### src/rtl/elastic_alu_pkg.sv
// elastic_alu_pkg: shared ALU opcode enum, ALU helper function and pipeline
// depth limits for the elastic add/sub/logic pipeline.
package elastic_alu_pkg;

  localparam int MIN_LAT = 3;
  localparam int MAX_DW  = 64;

  typedef enum logic [1:0] {
    ALU_ADD = 2'b00,
    ALU_SUB = 2'b01,
    ALU_AND = 2'b10,
    ALU_OR  = 2'b11
  } alu_op_e;

  // Evaluated at full width; callers truncate to their own DWIDTH, which
  // gives modulo-2^DWIDTH arithmetic for ADD/SUB and exact AND/OR.
  function automatic logic [MAX_DW-1:0] alu_f(input alu_op_e op,
                                              input logic [MAX_DW-1:0] a,
                                              input logic [MAX_DW-1:0] b);
    logic [MAX_DW-1:0] r;
    case (op)
      ALU_ADD: r = a + b;
      ALU_SUB: r = a - b;
      ALU_AND: r = a & b;
      ALU_OR:  r = a | b;
      default: r = '0;
    endcase
    return r;
  endfunction

endpackage

### src/rtl/elastic_alu_slice.sv
// elastic_alu_slice: one valid + payload register stage of the elastic
// pipeline. The stage loads when it is empty or when its downstream stage
// is loading; payload only updates when the incoming valid is set.
module elastic_alu_slice
  import elastic_alu_pkg::*;
#(
  parameter int PW = 1
) (
  input  logic          clk,
  input  logic          rst,
  input  logic          in_valid_i,
  input  logic [PW-1:0] in_data_i,
  input  logic          en_next_i,
  output logic          en_o,
  output logic          valid_o,
  output logic [PW-1:0] data_o
);

  logic          v_q;
  logic          v_d;
  logic [PW-1:0] data_q;
  logic [PW-1:0] data_d;

  // Empty stages always load, collapsing bubbles under downstream stall.
  assign en_o    = !v_q || en_next_i;
  assign valid_o = v_q;
  assign data_o  = data_q;

  // Next-state: advance valid on enable, capture payload only for real data.
  always_comb begin
    v_d    = v_q;
    data_d = data_q;
    if (en_o) begin
      v_d = in_valid_i;
      if (in_valid_i) begin
        data_d = in_data_i;
      end else begin
        data_d = data_q;
      end
    end else begin
      v_d    = v_q;
      data_d = data_q;
    end
  end

  // Stage registers, cleared asynchronously by reset.
  always_ff @(posedge clk or posedge rst) begin
    if (rst) begin
      v_q    <= 1'b0;
      data_q <= '0;
    end else begin
      v_q    <= v_d;
      data_q <= data_d;
    end
  end

endmodule

### src/rtl/elastic_alu_pipeline.sv
// elastic_alu_pipeline: res = (op1 OPA op2) OPB op1 through LAT elastic
// register stages with valid/ready flow control at both ends.
// Optional feature macro: ELASTIC_ALU_FLAGS_EN builds zero/negative result
// flags that travel with the data; otherwise zero_o/neg_o are tied low.
module elastic_alu_pipeline
  import elastic_alu_pkg::*;
#(
  parameter int DWIDTH = 8,
  parameter int LAT    = 3
) (
  input  logic              clk,
  input  logic              rst,
  input  logic              valid_i,
  output logic              ready_o,
  input  logic [DWIDTH-1:0] op1_i,
  input  logic [DWIDTH-1:0] op2_i,
  input  logic [1:0]        opa_i,
  input  logic [1:0]        opb_i,
  output logic              valid_o,
  input  logic              ready_i,
  output logic [DWIDTH-1:0] res_o,
  output logic              zero_o,
  output logic              neg_o
);

  localparam int S0W = 2*DWIDTH + 4;   // {opb, opa, op2, op1}
  localparam int S1W = 2*DWIDTH + 2;   // {opb, op1, rA}
`ifdef ELASTIC_ALU_FLAGS_EN
  localparam int TW  = DWIDTH + 2;     // {neg, zero, rB}
`else
  localparam int TW  = DWIDTH;         // rB
`endif

  if (LAT < MIN_LAT) begin : g_lat_chk
    $error("elastic_alu_pipeline: LAT must be at least %0d", MIN_LAT);
  end

  logic [LAT:0]        en_s;
  logic [LAT-1:0]      v_s;
  logic [S0W-1:0]      s0_in_s;
  logic [S0W-1:0]      s0_q_s;
  logic [S1W-1:0]      s1_in_s;
  logic [S1W-1:0]      s1_q_s;
  logic [DWIDTH-1:0]   ra_s;
  logic [DWIDTH-1:0]   rb_s;
  logic [TW-1:0]       s2_in_s;
  logic [TW-1:0]       tail_s [2:LAT-1];

  assign en_s[LAT] = ready_i;
  assign ready_o   = en_s[0] && !rst;
  assign valid_o   = v_s[LAT-1];

  // Stage 0 captures the raw operands and opcodes.
  assign s0_in_s = {opb_i, opa_i, op2_i, op1_i};

  elastic_alu_slice #(.PW(S0W)) u_s0 (
    .clk(clk), .rst(rst),
    .in_valid_i(valid_i), .in_data_i(s0_in_s), .en_next_i(en_s[1]),
    .en_o(en_s[0]), .valid_o(v_s[0]), .data_o(s0_q_s)
  );

  // Stage 1 computes rA = op1 OPA op2 and forwards op1/opb.
  assign ra_s = DWIDTH'(alu_f(alu_op_e'(s0_q_s[2*DWIDTH +: 2]),
                              MAX_DW'(s0_q_s[0 +: DWIDTH]),
                              MAX_DW'(s0_q_s[DWIDTH +: DWIDTH])));
  assign s1_in_s = {s0_q_s[2*DWIDTH+2 +: 2], s0_q_s[0 +: DWIDTH], ra_s};

  elastic_alu_slice #(.PW(S1W)) u_s1 (
    .clk(clk), .rst(rst),
    .in_valid_i(v_s[0]), .in_data_i(s1_in_s), .en_next_i(en_s[2]),
    .en_o(en_s[1]), .valid_o(v_s[1]), .data_o(s1_q_s)
  );

  // Stage 2 computes rB = rA OPB op1 (and the flags when enabled).
  assign rb_s = DWIDTH'(alu_f(alu_op_e'(s1_q_s[2*DWIDTH +: 2]),
                              MAX_DW'(s1_q_s[0 +: DWIDTH]),
                              MAX_DW'(s1_q_s[DWIDTH +: DWIDTH])));
`ifdef ELASTIC_ALU_FLAGS_EN
  assign s2_in_s = {rb_s[DWIDTH-1], (rb_s == '0), rb_s};
`else
  assign s2_in_s = rb_s;
`endif

  elastic_alu_slice #(.PW(TW)) u_s2 (
    .clk(clk), .rst(rst),
    .in_valid_i(v_s[1]), .in_data_i(s2_in_s), .en_next_i(en_s[3]),
    .en_o(en_s[2]), .valid_o(v_s[2]), .data_o(tail_s[2])
  );

  // Stages 3..LAT-1 are pure delay slices carrying rB (and flags).
  for (genvar k = 3; k < LAT; k++) begin : g_delay
    elastic_alu_slice #(.PW(TW)) u_sd (
      .clk(clk), .rst(rst),
      .in_valid_i(v_s[k-1]), .in_data_i(tail_s[k-1]), .en_next_i(en_s[k+1]),
      .en_o(en_s[k]), .valid_o(v_s[k]), .data_o(tail_s[k])
    );
  end

  assign res_o  = tail_s[LAT-1][DWIDTH-1:0];
`ifdef ELASTIC_ALU_FLAGS_EN
  assign zero_o = tail_s[LAT-1][DWIDTH];
  assign neg_o  = tail_s[LAT-1][DWIDTH+1];
`else
  assign zero_o = 1'b0;
  assign neg_o  = 1'b0;
`endif

endmodule

### config.mk
export PLATFORM = sky130hd
export DESIGN_NAME = elastic_alu_pipeline
export DESIGN_NICKNAME = d
export VERILOG_FILES = /design/src/rtl/elastic_alu_pkg.sv /design/src/rtl/elastic_alu_slice.sv /design/src/rtl/elastic_alu_pipeline.sv
export SDC_FILE = /design/constraint.sdc
export NUM_CORES = 1
export LEC_CHECK = 0
export CAP_MARGIN = 30
export CORE_ASPECT_RATIO = 1.25
export CORE_MARGIN = 5
export CORE_UTILIZATION = 55
export CTS_CLUSTER_SIZE = 24
export DETAILED_ROUTE_END_ITERATION = 8
export HOLD_SLACK_MARGIN = 0.02
export PLACE_DENSITY_LB_ADDON = 0.2
export SLEW_MARGIN = 5
export SYNTH_ARGS = -nofsm -noshare
export SYNTH_HDL_FRONTEND = slang
export SYNTH_SLANG_ARGS = --single-unit
### constraint.sdc
create_clock -name clk -period 2.4 [get_ports clk]
set_input_delay 0.48 -clock clk [delete_from_list [all_inputs] [get_ports clk]]
set_output_delay 0.48 -clock clk [all_outputs]
set_load 0.005 [all_outputs]
; ---- Yosys cells after proc, flatten, opt, wreduce, memory -nomap -nowiden
; Index checks and enable logic that the tools add are counted.
[word_totals]
ff_bits = 49
input_bits = 24
out_inout_bits = 12
elab_cells = 35
[op_classes]
add_sub_neg = 4
n_eq_ne = 6
n_mux = 2
n_bitwise = 4
n_reduce_logical = 13
[ops]
columns = op, n
row1 = 8-bit one-hot mux with 4 select lines, 2
row2 = 8-bit adder, 2
row3 = 8-bit bitwise AND, 2
row4 = 8-bit bitwise OR, 2
row5 = 8-bit subtractor, 2
row6 = 2-bit equality test (second input constant), 4
row7 = 2-bit AND reduction, 3
row8 = 2-bit by 1-bit equality test with 1-bit output (second input constant), 2
row9 = 1-bit logical NOT, 4
row10 = 2-bit logical NOT, 2
row11 = 1-bit logical OR, 3
row12 = 1-bit logical AND, 1

; ---- Longest topological paths before layout
; Gate-level depths: netlist of the first run.
[depth]
word_depth = 5
ltp_mapped = 11
mapped_depth_nobuf = 10

; ---- By module
; From an unflattened synthesis of the first run, not the netlist that was laid out.
[unflattened]
hier_cells = 295
area_unflattened_um2 = 3395.8
[by_module_without_submodules]
columns = module, n_inst, cells_per_inst, area_per_inst_um2, seq_area_each_um2
row1 = elastic_alu_pipeline, 1, 185, 1342.5, 0.0
row2 = elastic_alu_slice at u_s0, 1, 47, 902.1, 525.5
row3 = elastic_alu_slice at u_s1, 1, 42, 762.0, 475.5
row4 = elastic_alu_slice at u_s2, 1, 21, 389.1, 225.2

; ---- Worst setup path before layout of the first run
; OpenSTA, ideal clock, no wires.
[synth_timing]
path_kind = input-to-output
start = input rst
end = output ready_o
arrival_ps = 1780
slack_ps = 140
cell_stages = 2
cell_sequence = inv_1 > and2_1
[synth_via]
elab_chain_cells = 2
[synth_lines]
columns = item, line
row1 = from (decl), elastic_alu_pipeline.sv:12  ; input logic rst,
row2 = 1-bit logical NOT (no source line), --
row3 = 1-bit logical AND, elastic_alu_pipeline.sv:50  ; assign ready_o = en_s[0] && !rst;
row4 = to (decl), elastic_alu_pipeline.sv:14  ; output logic ready_o,
; Every way passes these cells.

; ---- Worst setup path in the final report of the first run
[layout_timing]
start = register u_s0.data_q[10], in the netlist u_s0.data_o[10]
end = register u_s1.data_q[7], in the netlist u_s1.data_o[7]
[layout_via]
elab_chain_cells = 2
elab_cells_between_ends = 3
classes_between = 2 x add/sub / 1 x mux
[layout_lines]
columns = item, line
row1 = from (decl), elastic_alu_slice.sv:21  ; logic [PW-1:0] data_q;
row2 = from (signal assigned), elastic_alu_slice.sv:53  ; data_q <= data_d;
row3 = 8-bit subtractor or 8-bit adder (tied branches), "elastic_alu_pkg.sv:23, elastic_alu_pkg.sv:22"
row4 = 8-bit one-hot mux with 4 select lines *, elastic_alu_pkg.sv:21  ; case (op)
row5 = to (signal assigned), elastic_alu_slice.sv:53
row6 = to (decl), elastic_alu_slice.sv:21
; Every way passes the cells marked *; elsewhere a longest branch is shown, timed or not.
; A chain may end at the register's enable or synchronous reset.

==> flow_summary.ini, run 1 <==
[run_status]
run_status = complete, no violations

[sta]
finClkSkew_ps = 14.2
setup_ws_ps = 96.0
hold_slack_ps = 485
slew_violations = 0
rsz0062_at_grt = true
worst_pin_slew_ps = 599
min_period_over_period_pct = 96.0
setup_viol = 0
hold_viol = 0
fin_setup_tns_ps = 0
fin_crit_ps = 2300
fmax_ghz = 0.434
relSlewSlack_pct = 60.1

[final_layout]
final_layout_size_suffix_gt1_share_pct = 20.2
finalInstanceArea_mm2 = 0.00375
stdcell_count = 410
nets = 391
utilization_pct = 67.9
area_growth_pct = 18.6
insertedDiodeCount = 0

[setup_path]
crit_required_ps = 2610
slowest_stage = dfrtp_2
path_common_cell = xnor2_1
cp_max_fo = 8
end_kind = register
cp_cell_sequence = nor4_4, a21oi_1, xnor2_1, ha_1, and3_1, a221oi_4, xnor2_1, o31ai_2
worstSetupStartpointType = register
critical_path_class = reg -> reg
critPathArrivalTime_ps = 2510
critPathMaxStageDelay_ps = 500

[global_routing]
antenna_found_initial = 0
grt_pass1_vias = 2286
grt_overflow = 0
grt_max_degree = 50
track_usage_pct = 17.0
grt_first_pass_wirelength_um = 10200

[logic_synthesis]
ys_seq_area_share_pct = 38.8
synth_edf_count = 0
syn-instance-count = 310
ys.flop_type = dfrtp_1
synth_warnings = 0
synth-seq-cells = 49
yosysUniqueCellTypes = 45
syn_area_per_cell_um2 = 10.2
synthesis.area_mm2 = 0.00316
synthArstFlopShare_pct = 100

[place]
port-buffer-count = 33
dpl-instance-area_mm2 = 0.00356
routabilityCongestion = 0.819
dp_hpwl_um = 4610
place_inst = 402
place_ws_ps = -19.3

[clocking]
path_clk_slew_ps = 100
post_cts_buffers = 0
cts.sinks = 49
cts-root-buf = clkbuf_8
numCtsBuffers = 5
clockBufferDepth = 2
clk_latency_ps = 310
ctsResizeCount = 1
cts_tree = built
cts.htree.levels = 2
hold_buffers = 0

[floorplanning]
start_util_pct = 57.2
die_y_um = 94.7
dieArea_mm2 = 0.00737
ios = 36
die_w_um = 77.8
coreArea_mm2 = 0.00552
core.rowCount = 30

[routing]
drtPass1Iterations = 4
wirelength_um = 5990
drc_errors = 0
drt_iter0_drc = 61
vias = 2288
wl_per_cell_um = 14.6
drtAntennaViolNets = 0
vias_per_cell = 5.58

[pwr]
peakVddDrop_mv = 0.553
power_leakage_nw = 1.58
power-per-cell-area_mw_per_mm2 = 1090
power.total_mw = 4.08

[flow_run]
cap_violations = 0

[hold_path]
hp-class = reg -> reg
per-layer routing:
layer / up-vias / part of all wire, % / global-route usage (%) / wire (µm)
met5: - / 0 / 0 / 0
met4: 0 / 1.3 / 5.30 / 80
met3: 8 / 3.1 / 2.86 / 185
met2: 34 / 54 / 32.1 / 3240
met1: 1095 / 41 / 19.4 / 2490
li1: 1151 / - / - / -
path summary, 6_finish.rpt:
check,cells after the start,slack (ps),end,startpoint
min,2,490,u_s2.data_o[1],u_s2.data_o[1]
min in group asynchronous,3,660,u_s2.valid_o,rst
max,8,100,u_s1.data_o[7],u_s0.data_o[10]
min reg2reg,2,490,u_s2.data_o[1],u_s2.data_o[1]
max reg2reg,8,100,u_s1.data_o[7],u_s0.data_o[10]
max in group asynchronous,3,1300,u_s0.data_o[10],rst
kinds of logic after synthesis:
family          after synthesis  synth area share (%)
xor+xnor                     22                  6.10
simple gates                 68                  11.3
compound gates               69                  14.1
buf+inv                      35                  5.19
flops                        49                  38.8
mux                          37                  12.9
other cells                   1                 0.119
fa+ha+maj                    29                  11.4
cells in the mapped netlist (all sizes together), types with 3 or more instances:
| cell | count | share of area [%] |
|---|---|---|
| and3 | 3 | 0.59 |
| clkbuf | 5 | 0.59 |
| dfrtp | 49 | 39 |
| a211oi | 4 | 0.95 |
| mux2i | 8 | 2.5 |
| maj3 | 7 | 2.2 |
| nand2 | 27 | 3.2 |
| nor2 | 12 | 1.4 |
| mux2 | 29 | 10 |
| buf | 13 | 2.6 |
| nor3 | 6 | 0.95 |
| a21oi | 19 | 3.2 |
| nand2b | 8 | 1.6 |
| ha | 20 | 7.9 |
| o21ai | 28 | 4.4 |
| xnor2 | 20 | 5.5 |
| inv | 17 | 2.0 |
| o31ai | 4 | 1.3 |
| a31oi | 3 | 0.59 |
worst max-delay path, delay by kind of cell (launching register included):
family | cells | cell delay [ps]
DFF | 1 | 500
AOI/OAI and AO/OA | 3 | 580
adders and majority gates | 1 | 350
and+or+nand+nor | 2 | 540
xor gates and xnor gates | 2 | 240
report_power, final:
part | internal, mW | leakage [nW] | total, mW | switching, mW
Sequential | 1.05 | 0.573 | 1.29 | 0.235
Clock | 0.420 | 0.0687 | 0.718 | 0.298
Combinational | 1.07 | 0.935 | 2.07 | 1.01
Total | 2.54 | 1.58 | 4.08 | 1.54
flip-flops by register name (all words and copies together), names as in the netlist:
signal        flops
u_s2.valid_o      1
u_s2.data_o       8
u_s0.data_o      20
u_s1.valid_o      1
u_s0.valid_o      1
u_s1.data_o      18
cell type report:
type                       instances  area [µm²]
sequential                        49        1230
inverter                          17        63.8
multi-input combinational        227        1820
clock buffer                       5        68.8
timing repair buffer              45         420
clock inverter                     3        68.8
tap                               64        80.1
fill                             441        1770
cells in the final DEF, fill, tap and decap left out, drive strengths merged, types with 18 or more instances in the layout:
master	count
o21ai	28
xnor2	20
ha	20
inv	18
mux2	29
clkdlybuf4s50	33
nand2	27
dfrtp	49
a21oi	19
Note: power is estimated with default switching activity, not from simulation.
==> run 2: changes to the inputs <==
Settings changed: CTS_BUF_LIST set to sky130_fd_sc_hd__clkbuf_8.
==> results of run 2 <==
The final DEF is identical to that of run 1; final timing and power are the same.
==> run 3: changes to the inputs <==
Settings changed: CORE_MARGIN 5 to 8.
==> run 3 against run 2 <==
Combinational power grew 2%. Highest routed layer unchanged. Critical path depth grew 1. Largest power group unchanged. Global-route usage shrank 1.9 points. Worst hold slack lost 4.8 ps. Flip-flop and latch count is the same. Clock skew shrank 4.3 ps.
==> flow_summary.ini, run 3 (synthesis results as in run 1) <==
[floorplanning]
coreArea_mm2 = 0.00566
die_w_um = 83.8
start_util_pct = 55.8
dieArea_mm2 = 0.00844
die_y_um = 101
ios = 36
core.rowCount = 31

[hold_path]
min_path_cells = 2
hp-class = reg -> reg

[final_layout]
area_growth_pct = 17.6
largest_reg_flops = 20
utilization_pct = 65.6
fillers = 477
nets = 395
insertedDiodeCount = 0
mostFrequentLayoutCell = dfrtp_1
final_cell_mix = dfrtp_1 (48), clkdlybuf4s50_1 (33), mux2_2 (29)
final_layout_size_suffix_gt1_share_pct = 19.7

[sta]
min_period_over_period_pct = 94.4
fmax_ghz = 0.441
worst_pin_slew_ps = 602
finClkSkew_ps = 9.89
setup_viol = 0
relSlewSlack_pct = 59.9
setup_ws_ps = 133
hold_slack_ps = 480
slew_violations = 0
hold_viol = 0
fin_crit_ps = 2270

[place]
routabilityCongestion = 0.831
place_ws_ps = -4.17
dp_hpwl_um = 4590
port-buffer-count = 33

[setup_path]
critical_path_class = reg -> reg
cp_max_fo = 7
critPathArrivalTime_ps = 2460
r2r-end = u_s2.data_o[5]
worstSetupStartpointType = register
crit_start = u_s1.data_o[17]
crit_end = u_s2.data_o[5]
reg2reg_depth = 9
worst-r2r-setup-slack_ps = 130
r2r-start = u_s1.data_o[17]
crit_required_ps = 2600
end_kind = register

[global_routing]
grt_overflow = 0
grt_first_pass_wirelength_um = 10800
antenna_found_initial = 0
grt_pass1_vias = 2390
grt_max_degree = 50
track_usage_pct = 15.2

[pwr]
power_leakage_nw = 1.57
peakVddDrop_mv = 0.473
power-per-cell-area_mw_per_mm2 = 1050

[clocking]
cts.htree.levels = 2
numCtsBuffers = 5
cts-root-buf = clkbuf_8
path_clk_slew_ps = 100
clockBufferDepth = 2
clk_latency_ps = 300
cts.sinks = 49
cts_tree = built

[routing]
vias_per_cell = 5.63
wirelength_um = 6160
drtPass1Iterations = 4
drtAntennaViolNets = 0
wl_per_cell_um = 14.8
vias = 2342
drc_errors = 0
drt_iter0_drc = 47

[flow_run]
cap_violations = 0

[run_status]
run_status = complete, no violations
==> run 3: changes by cell type in the layout (fill, tap and decap cells not counted), moves of 2 or more <==
cell	change
bufinv_16	-2
a21oi_1	+2
buf_4	+4
a21oi_2	-2
==> run 3: worst min path at each step <==
stage	from	endpoint	slack, ps
final	u_s2.data_o[2]	u_s2.data_o[2]	480
after global routing	u_s2.data_o[1]	u_s2.data_o[1]	510
after CTS	u_s2.data_o[2]	u_s2.data_o[2]	490
after detailed placement	u_s2.data_o[5]	u_s2.data_o[5]	470
after global placement	u_s2.data_o[1]	u_s2.data_o[1]	460
after floorplan	u_s0.valid_o	u_s1.valid_o	460
==> run 3: routing by layer <==
metal | vias to the layer above | wire length [µm] | track usage [%]
met5 | - | 0 | 0
met4 | 0 | 138 | 5.19
met3 | 12 | 192 | 3.40
met2 | 32 | 3240 | 28.9
met1 | 1140 | 2590 | 15.8
li1 | 1158 | - | -
==> run 3: critical path: stages (launching register included) <==
cell,delay [ps]
dfrtp_1,400
nor2b_2,290
nor2_1,90
xnor2_1,140
ha_1,350
o21ai_0,210
a21oi_2,80
o21ai_0,240
nor4b_2,250
o31ai_1,100
==> run 3: per-stage QoR <==
| stage | TNS (ps) | instances | instance area [µm²] | total power, mW |
|---|---|---|---|---|
| floorplan | 0 | 311 | 3160 | 2.79 |
| global placement | 0 | 406 | 3580 | 3.25 |
| detailed placement | -5.83 | 406 | 3580 | 3.34 |
| CTS | 0 | 414 | 3680 | 3.87 |
| global route | -15.6 | 416 | 3710 | 4.22 |
| finish | 0 | 416 | 3710 | 3.91 |
==> run 3: power by group <==
part / switching (mW) / internal, mW
logic: 1.03 / 1.09
registers: 0.229 / 1.05
clock network: 0.276 / 0.234
==> run 3: timing repair <==
item	4_1_cts	5_1_grt
resized for setup	1	6
pin swaps	0	1
setup endpoints to repair	2	5
hold endpoints to repair	0	0
setup buffers	0	2
hold buffers	0	0
==> run 3: area by class of cell <==
cell class              count  area (µm²)  area share (%)
clock buffers               6        82.6            2.22
clock inverters             2        13.8           0.371
inverters                  17        63.8            1.72
multi-input cells         227        1790            48.3
flip-flops and latches     49        1230            33.1
well taps                  66        82.6            2.22
repair buffers             49         450            12.1
